`src/rtl/tuner_phy_ctrl_arb.sv`:
```
// Arbitrates the shared ring-tuner DAC and power-detect path between the
// search and lock controllers; each grant runs TUNE -> SYNC -> COMMIT.

package tuner_phy_pkg;
    typedef enum logic [1:0] {
        CH_NULL   = 2'd0,
        CH_SEARCH = 2'd1,
        CH_LOCK   = 2'd2
    } tuner_ctrl_ch_e;

    typedef enum logic [1:0] {
        ARB_CTRL_INIT   = 2'd0,
        ARB_CTRL_TUNE   = 2'd1,
        ARB_CTRL_SYNC   = 2'd2,
        ARB_CTRL_COMMIT = 2'd3
    } tuner_phy_ctrl_arb_state_e;
endpackage

module tuner_phy_ctrl_arb
    import tuner_phy_pkg::*;
#(
    parameter int DAC_WIDTH      = 8,
    parameter int PWR_WIDTH      = 8,
    parameter int SETTLE_CYCLES  = 4,
    parameter int TIMEOUT_CYCLES = 64
) (
    input  logic                 clk,
    input  logic                 rst,
    input  logic                 search_req,
    input  logic [DAC_WIDTH-1:0] search_code,
    output logic                 search_gnt,
    output logic                 search_pwr_valid,
    input  logic                 lock_req,
    input  logic [DAC_WIDTH-1:0] lock_code,
    output logic                 lock_gnt,
    output logic                 lock_pwr_valid,
    output logic [PWR_WIDTH-1:0] pwr_out,
    output logic [DAC_WIDTH-1:0] dac_code,
    output logic                 dac_load,
    output logic                 pdet_req,
    input  logic                 pdet_ack,
    input  logic [PWR_WIDTH-1:0] pdet_pwr,
    output logic [1:0]           ch_sel,
    output logic [1:0]           arb_state,
    output logic                 err_timeout
);
    localparam int CNT_MAX = (SETTLE_CYCLES > TIMEOUT_CYCLES) ? SETTLE_CYCLES : TIMEOUT_CYCLES;
    localparam int CNT_W   = (CNT_MAX > 1) ? $clog2(CNT_MAX) : 1;

    tuner_phy_ctrl_arb_state_e state_q, state_d;
    tuner_ctrl_ch_e            owner_q, owner_d;
    tuner_ctrl_ch_e            last_q, last_d;
    logic [CNT_W-1:0]          cnt_q, cnt_d;
    logic [DAC_WIDTH-1:0]      dac_code_q, dac_code_d;
    logic [PWR_WIDTH-1:0]      pwr_q, pwr_d;
    logic                      err_q, err_d;
    logic                      tune_first;

    // NOTE: every output of this block is assigned a default before the case,
    // so no path can leave a signal unassigned and infer a latch.
    always_comb begin
        state_d    = state_q;
        owner_d    = owner_q;
        last_d     = last_q;
        cnt_d      = cnt_q;
        dac_code_d = dac_code_q;
        pwr_d      = pwr_q;
        err_d      = 1'b0;
        case (state_q)
            ARB_CTRL_INIT: begin
                // On a tie the channel not served last wins.
                if (search_req && (!lock_req || last_q == CH_LOCK)) begin
                    owner_d    = CH_SEARCH;
                    dac_code_d = search_code;
                    cnt_d      = '0;
                    state_d    = ARB_CTRL_TUNE;
                end else if (lock_req) begin
                    owner_d    = CH_LOCK;
                    dac_code_d = lock_code;
                    cnt_d      = '0;
                    state_d    = ARB_CTRL_TUNE;
                end
            end
            ARB_CTRL_TUNE: begin
                if (cnt_q == CNT_W'(SETTLE_CYCLES - 1)) begin
                    cnt_d   = '0;
                    state_d = ARB_CTRL_SYNC;
                end else begin
                    cnt_d = cnt_q + CNT_W'(1);
                end
            end
            ARB_CTRL_SYNC: begin
                if (pdet_ack) begin
                    pwr_d   = pdet_pwr;
                    state_d = ARB_CTRL_COMMIT;
                end else if (cnt_q == CNT_W'(TIMEOUT_CYCLES - 1)) begin
                    err_d   = 1'b1;
                    last_d  = owner_q;
                    owner_d = CH_NULL;
                    state_d = ARB_CTRL_INIT;
                end else begin
                    cnt_d = cnt_q + CNT_W'(1);
                end
            end
            default: begin
                last_d  = owner_q;
                owner_d = CH_NULL;
                state_d = ARB_CTRL_INIT;
            end
        endcase
    end

    // NOTE: state flops use non-blocking assignments so every flop samples
    // pre-edge values; the async reset puts the outputs at idle immediately.
    always_ff @(posedge clk or posedge rst) begin
        if (rst) begin
            state_q    <= ARB_CTRL_INIT;
            owner_q    <= CH_NULL;
            last_q     <= CH_LOCK;
            cnt_q      <= '0;
            dac_code_q <= '0;
            pwr_q      <= '0;
            err_q      <= 1'b0;
        end else begin
            state_q    <= state_d;
            owner_q    <= owner_d;
            last_q     <= last_d;
            cnt_q      <= cnt_d;
            dac_code_q <= dac_code_d;
            pwr_q      <= pwr_d;
            err_q      <= err_d;
        end
    end

    assign tune_first       = (state_q == ARB_CTRL_TUNE) && (cnt_q == '0);
    assign search_gnt       = tune_first && (owner_q == CH_SEARCH);
    assign lock_gnt         = tune_first && (owner_q == CH_LOCK);
    assign dac_load         = tune_first;
    assign pdet_req         = (state_q == ARB_CTRL_SYNC);
    assign search_pwr_valid = (state_q == ARB_CTRL_COMMIT) && (owner_q == CH_SEARCH);
    assign lock_pwr_valid   = (state_q == ARB_CTRL_COMMIT) && (owner_q == CH_LOCK);
    assign pwr_out          = pwr_q;
    assign dac_code         = dac_code_q;
    assign ch_sel           = owner_q;
    assign arb_state        = state_q;
    assign err_timeout      = err_q;

    a_gnt_first_tune: assert property (@(posedge clk) disable iff (rst)
        (search_gnt || lock_gnt) |-> tune_first);
    a_pdet_sync: assert property (@(posedge clk) disable iff (rst)
        pdet_req |-> (state_q == ARB_CTRL_SYNC));
    a_null_init: assert property (@(posedge clk) disable iff (rst)
        (owner_q == CH_NULL) == (state_q == ARB_CTRL_INIT));
endmodule

```
`config.mk`:
```
export PLATFORM = sky130hd
export DESIGN_NAME = tuner_phy_ctrl_arb
export DESIGN_NICKNAME = d
export VERILOG_FILES = /design/src/rtl/tuner_phy_ctrl_arb.sv
export SDC_FILE = /design/constraint.sdc
export NUM_CORES = 1
export LEC_CHECK = 0
export ABC_AREA = 1
export CAP_MARGIN = 0
export CELL_PAD_IN_SITES_DETAIL_PLACEMENT = 1
export CELL_PAD_IN_SITES_GLOBAL_PLACEMENT = 1
export CORE_ASPECT_RATIO = 1.4
export CORE_UTILIZATION = 34
export CTS_BUF_LIST = sky130_fd_sc_hd__clkbuf_16
export DETAILED_ROUTE_END_ITERATION = 8
export PLACE_DENSITY_LB_ADDON = 0.1
export SYNTH_ARGS = -nofsm -noshare
export SYNTH_HDL_FRONTEND = slang
export SYNTH_SLANG_ARGS = --single-unit
```
`constraint.sdc`:
```
create_clock -name clk -period 3.9 [get_ports clk]
set_input_delay 0.975 -clock clk [delete_from_list [all_inputs] [get_ports clk]]
set_output_delay 0.975 -clock clk [all_outputs]
set_load 0.1 [all_outputs]
```
==> results.yml <==
floorplan:
  rows: 28
  io_pins: 56
  core_mm2: 0.00434
  dieArea_mm2: 0.00490
  initial_core_util: 0.361
  fp.dieH_um: 82.4
  die_w_um: 59.4
yosys:
  yosysSeqAreaShare: 0.463
  synth_warnings: 0
  ys_types: 25
  ys.flop_type: "dfrtp_1"
  synth_enable_flop_cells: 0
  synthCells: 197
  syn_area_per_cell_um2: 7.97
  synthesis.area_mm2: 0.00157
  synth_fp_nets: 232
  ys_ff_latch: 29
  postSynth.asyncResetShare: 1.00
flow_run:
  maxCapViolations: 0
cts:
  cts_resized: 0
  clk_pin_slew_worst_paths_ns: 0.05
  post_cts_buffers: 0
  cts_tree: "done"
  cts.path.max_buffers: 2
  root_buffer: "clkbuf_16"
  ctsHoldBuffers: 0
  h-tree-depth: 2
  clock-sinks: 29
  clock_latency_ns: 0.28
  cts_buffers: 5
layout:
  drive_above_1_share: 0.127
  syn2layout_area_growth_pct: 48.1
  final_cell_mix: "72 x nand2_1, 49 x clkdlybuf4s50_1, 28 x dfrtp_1"
  fillers: 551
  layout_commonest_cell: "nand2_1"
  nNetsFinal: 293
  antenna_cells: 0
  final_util: 0.535
global_route:
  grt_pass1_wl_um: 7200
  antenna_found_initial: 0
  grt-ovfl-total: 0
  grt.total_usage: 0.203
  grt_max_degree: 30
  grt_pass1_vias: 1517
routing:
  viasPerCell: 4.71
  postRouteAntennaNets: 0
  drt_iter0_markers: 62
  drt-pass1-iter-count: 4
  drc_errors: 0
  vias: 1502
  wirelength_um: 4320
  routedWlPerCell_um: 13.5
sta:
  tightest_slew_ns: 0.987
  fin_crit_ns: 2.86
  fmaxAchievable_ghz: 0.350
  finalHoldViolations: 0
  final-setup-viol-count: 0
  rsz0062_at_grt: "no"
  relSlewSlack: 0.340
  finClkSkew_ns: 0.00548
  maxSlewViolCount: 0
  whs_ns: 0.474
  period_share: 0.733
critical_path:
  setup.worst_path.end_class: "output port"
  cp_slowest_cell: "clkdlybuf4s50_1"
  required_ns: 2.92
  arrival_ns: 1.88
  critPathBufInv: 1
  crit_chain: "clkdlybuf4s50_1"
  cp_top_family: "buffers and inverters"
  crit_type: "flip-flop to output port"
  cp-start-kind: "flip-flop"
  cp_max_fo: 6
  critPathMaxStageDelay_ns: 1.17
worst_hold_path:
  min_path_type: "flip-flop to flip-flop"
placement:
  port_buffers: 55
  dp_hpwl_um: 3300
  routabilityCongestion: 0.742
status:
  status: "finished, final reports clean"
## flip-flops by register name, summed over array words and instances (netlist names)
| name | cells |
|---|---|
| arb_state | 2 |
| ch_sel | 2 |
| cnt_q | 6 |
| dac_code | 8 |
| err_timeout | 1 |
| last_q | 2 |
| pwr_out | 8 |
## kinds of logic (layout without fill, tap and decap cells)
group | count (synthesis) | after routing | synth area share
AO/OA/AOI/OAI | 21 | 21 | 0.0821
adder cells (fa/ha/maj) | 6 | 6 | 0.0478
AND/OR/NAND/NOR | 117 | 117 | 0.340
buffers and inverters | 23 | 85 | 0.0614
XOR/XNOR | 1 | 1 | 0.00558
flip-flops | 29 | 29 | 0.463
## layer usage
| metal | up-vias | GRT usage | wire length [µm] |
|---|---|---|---|
| li1 | 754 | - | - |
| met1 | 711 | 0.220 | 1710 |
| met2 | 31 | 0.362 | 2330 |
| met3 | 6 | 0.0654 | 214 |
| met4 | 0 | 0.0786 | 70 |
| met5 | - | 0 | 0 |
## worst paths after layout
| kind | start | end | slack [ns] | depth (start not counted) |
|---|---|---|---|---|
| min in group asynchronous | rst | pwr_out[6] | 1.08 | 3 |
| max in group asynchronous | rst | last_q[1] | 2.50 | 3 |
| hold reg to reg | last_q[1] | last_q[1] | 0.47 | 2 |
| setup / recovery | arb_state[1] | arb_state[1] | 1.04 | 1 |
| setup reg to reg | arb_state[0] | ch_sel[1] | 2.12 | 8 |
| hold / removal | last_q[1] | last_q[1] | 0.47 | 2 |
## stage by stage
stage	setup TNS (ns)	instance area, µm²	worst slack, ns	std cells
floorplan	-1.11	1580	-0.553	197
global placement	0	2180	1.35	311
detailed placement	0	2180	1.33	311
CTS	0	2330	1.02	319
global route	0	2330	0.961	319
finish	0	2330	1.04	319
## cell usage after synthesis, types with 2 or more instances
cell type	instances	share of area
nand2_1	72	0.17
dfrtp_1	28	0.45
inv_1	17	0.041
nor2_1	16	0.038
a31oi_1	9	0.036
nand3_1	8	0.025
ha_1	6	0.048
o21ai_1	6	0.019
nand3_2	5	0.032
nand4_1	5	0.020
nor3_1	5	0.016
nand2_2	3	0.012
a21oi_1	2	0.0064
buf_4	2	0.0096
inv_2	2	0.0048
o21ai_0	2	0.0064
## cell type report
class                      count  area (µm²)  share of cell area
clock buffer                   5         125              0.0538
clock inverter                 3        17.5             0.00753
inverter                      21        81.3              0.0350
multi-input combinational    145         757               0.325
sequential                    29         727               0.313
tap                           60        75.1              0.0323
timing repair buffer          56         543               0.233
Power is not shown: default switching activity piles up to over one toggle a cycle in this logic, so the estimate is an artifact.
